[src/rtl/regfile_bypass_sb_pkg.sv]
// Shared constants and types for the pipelined register file and its scoreboard.
package regfile_pkg;

    localparam int XLEN_DEF  = 32;
    localparam int NREGS_DEF = 32;
    localparam int AW_DEF    = $clog2(NREGS_DEF);

    // Architectural zero register: reads as 0, never written, never busy.
    localparam int ZERO_REG  = 0;

    typedef logic [AW_DEF-1:0]   reg_addr_t;
    typedef logic [XLEN_DEF-1:0] word_t;

endpackage

[src/rtl/regfile_bypass_sb_if.sv]
// Decode/writeback-facing bus of the register file: read ports, writeback, issue, flush.
interface regfile_bypass_sb_if
    import regfile_pkg::*;
#(
    parameter int XLEN  = XLEN_DEF,
    parameter int NREGS = NREGS_DEF,
    parameter int NREAD = 2
) ();

    localparam int AW = $clog2(NREGS);
    localparam int CW = $clog2(NREGS) + 1;

    logic [NREAD*AW-1:0]   rd_addr;
    logic [NREAD*XLEN-1:0] rd_data;
    logic [NREAD-1:0]      rd_busy;
    logic                  we;
    logic [AW-1:0]         wr_addr;
    logic [XLEN-1:0]       wr_data;
    logic                  issue_valid;
    logic [AW-1:0]         issue_addr;
    logic                  flush;
    logic [CW-1:0]         busy_count;

    // Pipeline side: decode/issue/writeback drive requests, observe data and hazards.
    modport master (
        output rd_addr, we, wr_addr, wr_data, issue_valid, issue_addr, flush,
        input  rd_data, rd_busy, busy_count
    );

    // Register file side.
    modport slave (
        input  rd_addr, we, wr_addr, wr_data, issue_valid, issue_addr, flush,
        output rd_data, rd_busy, busy_count
    );

endinterface

[src/rtl/regfile_bypass_sb_scoreboard.sv]
// Per-register busy scoreboard: set on issue, cleared on writeback, bulk-cleared on flush.
module rf_scoreboard
    import regfile_pkg::*;
#(
    parameter int NREGS = NREGS_DEF,
    parameter int NREAD = 2
) (
    input  logic                              clk,
    input  logic                              rstn,
    input  logic                              issue_valid,
    input  logic [$clog2(NREGS)-1:0]          issue_addr,
    input  logic                              we,
    input  logic [$clog2(NREGS)-1:0]          wr_addr,
    input  logic                              flush,
    input  logic [NREAD*$clog2(NREGS)-1:0]    rd_addr,
    output logic [NREAD-1:0]                  rd_busy,
    output logic [$clog2(NREGS):0]            busy_count
);

    localparam int AW = $clog2(NREGS);
    localparam int CW = AW + 1;

    logic [NREGS-1:0] busy_q;
    logic [NREGS-1:0] busy_d;
    logic [CW-1:0]    count_d;

    // Next-state busy vector: flush beats issue, issue beats a same-cycle writeback.
    always_comb begin
        // NOTE: assigning a default first means every path writes busy_d, so no latch is inferred.
        busy_d = busy_q;
        for (int r = 1; r < NREGS; r++) begin
            if (flush)
                busy_d[r] = 1'b0;
            else if (issue_valid && issue_addr == AW'(r))
                busy_d[r] = 1'b1;
            else if (we && wr_addr == AW'(r))
                busy_d[r] = 1'b0;
        end
        busy_d[ZERO_REG] = 1'b0;
    end

    // Popcount of the next-state vector so busy_count tracks busy on the same edge.
    always_comb begin
        count_d = '0;
        for (int r = 0; r < NREGS; r++)
            count_d = count_d + CW'(busy_d[r]);
    end

    // Busy vector and its count.
    always_ff @(posedge clk or negedge rstn) begin
        // NOTE: state uses non-blocking assignments so every flop samples pre-edge values.
        if (!rstn) begin
            busy_q     <= '0;
            busy_count <= '0;
        end else begin
            busy_q     <= busy_d;
            busy_count <= count_d;
        end
    end

    // Hazard per read port; a same-cycle writeback to the source clears it combinationally.
    always_comb begin
        rd_busy = '0;
        for (int i = 0; i < NREAD; i++) begin
            rd_busy[i] = busy_q[rd_addr[i*AW +: AW]]
                      && !(we && wr_addr == rd_addr[i*AW +: AW])
                      && (rd_addr[i*AW +: AW] != AW'(ZERO_REG));
        end
    end

endmodule

[src/rtl/regfile_bypass_sb.sv]
// Pipelined-core register file: N combinational read ports with writeback bypass,
// one synchronous write port, and a busy scoreboard for the hazard unit.
module regfile_bypass_sb
    import regfile_pkg::*;
#(
    parameter int XLEN  = XLEN_DEF,
    parameter int NREGS = NREGS_DEF,
    parameter int NREAD = 2
) (
    input  logic                clk,
    input  logic                rstn,
    regfile_bypass_sb_if.slave  bus
);

    localparam int AW = $clog2(NREGS);

    logic [XLEN-1:0] regs [NREGS];

    // Register storage; entry 0 is never written so it stays 0.
    always_ff @(posedge clk or negedge rstn) begin
        // NOTE: the array is reset because an all-zero register file is the architectural reset state.
        if (!rstn) begin
            for (int r = 0; r < NREGS; r++)
                regs[r] <= '0;
        end else if (bus.we && bus.wr_addr != AW'(ZERO_REG)) begin
            regs[bus.wr_addr] <= bus.wr_data;
        end
    end

    // Read ports: zero register, then writeback bypass, then storage; forced 0 under reset.
    always_comb begin
        logic [AW-1:0] ra;
        ra          = '0;
        bus.rd_data = '0;
        for (int i = 0; i < NREAD; i++) begin
            ra = bus.rd_addr[i*AW +: AW];
            if (!rstn || ra == AW'(ZERO_REG))
                bus.rd_data[i*XLEN +: XLEN] = '0;
            else if (bus.we && bus.wr_addr == ra)
                bus.rd_data[i*XLEN +: XLEN] = bus.wr_data;
            else
                bus.rd_data[i*XLEN +: XLEN] = regs[ra];
        end
    end

    rf_scoreboard #(
        .NREGS (NREGS),
        .NREAD (NREAD)
    ) u_scoreboard (
        .clk         (clk),
        .rstn        (rstn),
        .issue_valid (bus.issue_valid),
        .issue_addr  (bus.issue_addr),
        .we          (bus.we),
        .wr_addr     (bus.wr_addr),
        .flush       (bus.flush),
        .rd_addr     (bus.rd_addr),
        .rd_busy     (bus.rd_busy),
        .busy_count  (bus.busy_count)
    );

endmodule

[src/flat_wrapper.sv]
// flat-port wrapper written by rule: the top's interface ports become plain ports
module regfile_bypass_sb_flat import regfile_pkg::*;
#(
    parameter int XLEN  = XLEN_DEF,
    parameter int NREGS = NREGS_DEF,
    parameter int NREAD = 2
)
  (clk, rstn, bus_rd_addr, bus_we, bus_wr_addr, bus_wr_data, bus_issue_valid, bus_issue_addr, bus_flush, bus_rd_data, bus_rd_busy, bus_busy_count);
  regfile_bypass_sb_if #(.XLEN(XLEN), .NREGS(NREGS), .NREAD(NREAD)) bus_i ();
  input  logic clk;
  input  logic rstn;
  input wire logic [$bits(bus_i.rd_addr)-1:0] bus_rd_addr;
  input wire logic [$bits(bus_i.we)-1:0] bus_we;
  input wire logic [$bits(bus_i.wr_addr)-1:0] bus_wr_addr;
  input wire logic [$bits(bus_i.wr_data)-1:0] bus_wr_data;
  input wire logic [$bits(bus_i.issue_valid)-1:0] bus_issue_valid;
  input wire logic [$bits(bus_i.issue_addr)-1:0] bus_issue_addr;
  input wire logic [$bits(bus_i.flush)-1:0] bus_flush;
  output wire logic [$bits(bus_i.rd_data)-1:0] bus_rd_data;
  output wire logic [$bits(bus_i.rd_busy)-1:0] bus_rd_busy;
  output wire logic [$bits(bus_i.busy_count)-1:0] bus_busy_count;
  assign bus_i.rd_addr = bus_rd_addr;
  assign bus_i.we = bus_we;
  assign bus_i.wr_addr = bus_wr_addr;
  assign bus_i.wr_data = bus_wr_data;
  assign bus_i.issue_valid = bus_issue_valid;
  assign bus_i.issue_addr = bus_issue_addr;
  assign bus_i.flush = bus_flush;
  assign bus_rd_data = bus_i.rd_data;
  assign bus_rd_busy = bus_i.rd_busy;
  assign bus_busy_count = bus_i.busy_count;
  regfile_bypass_sb #(.XLEN(XLEN), .NREGS(NREGS), .NREAD(NREAD)) u_core (.clk(clk), .rstn(rstn), .bus(bus_i));
endmodule
[config.mk]
export PLATFORM = sky130hd
export DESIGN_NAME = regfile_bypass_sb_flat
export DESIGN_NICKNAME = d
export VERILOG_FILES = /design/src/rtl/regfile_bypass_sb_pkg.sv /design/src/rtl/regfile_bypass_sb_if.sv /design/src/rtl/regfile_bypass_sb_scoreboard.sv /design/src/rtl/regfile_bypass_sb.sv /design/src/flat_wrapper.sv
export SDC_FILE = /design/constraint.sdc
export NUM_CORES = 2
export LEC_CHECK = 0
export ABC_CLOCK_PERIOD_IN_PS = 7500
export CORE_MARGIN = 2
export CORE_UTILIZATION = 68
export CTS_CLUSTER_SIZE = 12
export DETAILED_ROUTE_END_ITERATION = 16
export GPL_TIMING_DRIVEN = 0
export PLACE_DENSITY = 0.92
export SYNTH_ARGS = -nofsm -noshare
export SYNTH_HDL_FRONTEND = slang
export SYNTH_HIERARCHICAL = 1
export SYNTH_SLANG_ARGS = --single-unit
[constraint.sdc]
create_clock -name clk -period 7.5 [get_ports clk]
set_input_delay 0.75 -clock clk [delete_from_list [all_inputs] [get_ports clk]]
set_output_delay 0.75 -clock clk [all_outputs]
set_load 0.01 [all_outputs]
==> impl_metrics.yaml <==
clock_tree:
  h-tree-depth: 3
  clk_pin_slew_ps: 60
  cts_buffers: 110
  cts_setup_buffers: 0
  cts_hold_buf: 0
  insertion_delay_ps: 700
  cts_root_buf: "clkbuf_16"
  clock_path_buffers: 3
  cts.sinks: 1061
  cts_tree: "built"
  cts_resized: 0
sta:
  hold_viol: 0
  fin_setup_tns_ps: 0
  rsz0062_at_grt: "false"
  worst_slack_ps: 712
  setup_violations: 0
  finalCritPeriodShare_pct: 90.5
  max_freq_mhz: 147
  slew_headroom_pct: -10.9
  fin_worst_skew_ps: 7.86
  tightest_slew_ps: 1660
  final_max_slew_viol_count: 220
  period_minus_slack_ps: 6790
logic_synthesis:
  netlist_area_mm2: 0.0576
  synth_top_family_by_area: "multiplexers"
  yosysUniqueCellTypes: 51
  synthArstFlopShare_pct: 100
  synth.area.mux_share_pct: 41.1
  yosys_warnings: 6
  yosys_most_used_dff: "dfrtp_1"
  synth_area_per_cell_um2: 14.7
  synth_enable_flop_cells: 0
  ys_ff_latch: 1061
  synth_xor_area_share_pct: 0.335
  synthSimpleGateAreaFrac_pct: 1.70
  yosysSeqAreaShare_pct: 46.1
  synth_compound_area_share_pct: 6.31
  synthesis.instances: 3908
  syn_nets: 3995
  synth-adder-area-share_pct: 0.952
finish:
  finalNonFillerCells: 5364
  layout-drive-gt1-share_pct: 41.2
  layout.nets: 4231
  design_area_mm2: 0.0639
  syn_to_final_growth_pct: 11.0
power:
  totalPowerFinal_mw: 16.8
  ir_drop_v: 0.000236
  power.density_mw_per_mm2: 262
  leakagePower_nw: 27.5
worst_setup_path:
  path_cells: "clkdlybuf4s50_1 > buf_2 > buf_2 > buf_2 > buf_1 > buf_2 > mux4_2 > a22oi_1 > a21oi_1 > a211o_1 > clkdlybuf4s50_1"
  reg2reg_depth: 17
  crit_path_max_fanout: 10
  worst_path_most_repeated_cell: "buf_2"
  startpoint: "bus_rd_addr[6]"
  arrival_ps: 6040
  cp_slowest_stage_delay_ps: 950
  end_kind: "output port"
  path_depth: 11
  cpMaxStageDelayCell: "buf_1"
  critPathCapture: "bus_rd_data[56]"
  start_kind: "input pin"
  r2r_start: "u_core/u_scoreboard/busy_q[10]"
  crit_buf_inv: 7
  r2r_setup_slack_ps: 2300
  cp.required_ps: 6750
  critPathTopFamily: "buffers and inverters"
  r2r_end: "u_core/u_scoreboard/busy_count[4]"
  critPathKind: "in2out"
detailed_routing:
  detail-route-antenna-nets: 0
  drc: 0
  drtPass1Iterations: 10
  vias: 44000
  wl_per_cell_um: 40.5
  wl_um: 217000
  vias_per_cell: 8.21
  drt_iter0_drc: 8020
global_routing:
  met3_usage_pct: 30.8
  grt_use_met2_pct: 66.6
  grt_overflow: 0
  first_global_vias: 44300
  track_usage_pct: 50.9
  grt_pass1_wl_um: 308000
  grt_max_degree: 171
  antenna_found_initial: 15
  busiest_layer: "met2"
  grtUsageMet1_pct: 59.9
placed_design:
  gp_congestion: 1.05
  pre_cts_ws_ps: 427
  postPlaceCellArea_mm2: 0.0603
  port_buffers: 116
  post-place-cells: 5165
  hpwl_um: 140000
run_status:
  status: "finished, violations left"
  violations: "capacitance limit, slew limit"
floorplanning:
  die_x_um: 295
  start_util_pct: 68.8
  rows: 106
  core_mm2: 0.0837
  die_y_um: 295
  die-area_mm2: 0.0870
  io_pins: 129
job:
  max_cap_violations: 23
min_path:
  hold_path_class: "in2async"
## worst min path at each step
stage,from,endpoint,depth (start not counted)
2_1_floorplan,u_core/regs[1000],u_core/regs[1000],1
3_3_place_gp,u_core/regs[1021],u_core/regs[1021],1
3_5_place_dp,u_core/regs[1019],u_core/regs[1019],1
4_1_cts,rstn,u_core/regs[987],1
5_1_grt,rstn,u_core/regs[1019],1
6_report,rstn,u_core/regs[827],1
## power by group
group	leakage [nW]	internal, mW	switching (mW)	total, mW
sequential	13.6	6.78	0.869	7.65
clock	1.71	3.08	2.33	5.41
combinational	12.2	2.03	1.67	3.70
total	27.5	11.9	4.87	16.8
## through the flow
step | util, % | hold slack, ps
finish | 76.3 | 48.3
global route | 76.3 | 141
CTS | 76.2 | 122
detailed placement | 72.1 | 467
global placement | 71.9 | 452
floorplan | - | 441
## worst register-to-register path: stages, from the launching register on
cell and delay (ps):
dfrtp_1 370, o21ai_0 120, a21oi_1 350, fa_1 480, inv_1 90, fa_1 440, fa_1 510, fa_1 450
fa_1 500, inv_1 50, fa_1 470, fa_1 460, inv_1 120, fa_1 220, inv_1 50, a21o_1 140
a21oi_1 160, xnor2_1 130
## state kept, by name, summed over array words and instances (netlist names)
name / count
u_core/u_scoreboard/busy_q: 31
u_core/u_scoreboard/busy_count: 6
u_core/regs: 1024
## routing by layer
metal  share of wire (%)  vias up
li1                    -    15600
met1                  31    22000
met2                  40     4878
met3                  19     1560
met4                  10       23
met5                0.21        -
## layout by cell type (no fill, tap or decap), types with 54 or more instances in the layout
cell	n
a211o_1	64
a21oi_1	130
a221oi_1	64
a22oi_1	160
buf_1	54
buf_2	75
clkbuf_1	306
clkbuf_16	110
clkdlybuf4s50_1	115
dfrtp_1	1061
mux2_2	964
mux2i_1	129
mux4_2	489
## cells in the mapped netlist, types with 14 or more instances
master,number,area share (%)
mux2_2,964,19
mux2i_1,129,2.2
dfrtp_1,1061,46
inv_1,31,0.20
a21o_1,17,0.22
nor2_1,27,0.18
nand3_1,16,0.14
buf_6,16,0.31
nor2b_1,45,0.49
buf_1,58,0.38
o21ai_1,16,0.14
buf_2,74,0.64
a21oi_1,130,1.1
a22oi_1,160,2.1
fa_1,23,0.80
mux2_1,30,0.59
xnor2_1,14,0.21
mux4_2,489,19
a211o_1,64,0.97
o21bai_1,32,0.42
o21ai_0,18,0.16
a221oi_1,64,0.97
clkbuf_1,287,1.9
nand2_1,52,0.34
## layout make-up
cell class              count  area (µm²)
plain buffers             443        1920
multi-input cells        2373       29000
well taps                1134        1420
repair buffers            124        1380
clock buffers             168        3270
flip-flops and latches   1061       26600
diodes                     12        30.0
inverters                  31         116
fillers                  4573       19800
clock inverters            18         204
## cell families (layout without fill, tap and decap cells)
logic type / count (synthesis) / after routing
mux: 1617 / 1617
flops: 1061 / 1061
compound gates: 516 / 516
buf+inv: 474 / 784
simple gates: 188 / 188
fa+ha+maj: 30 / 30
xor+xnor: 22 / 22
other cells: 0 / 12
Note: power is estimated with default switching activity, not from simulation.
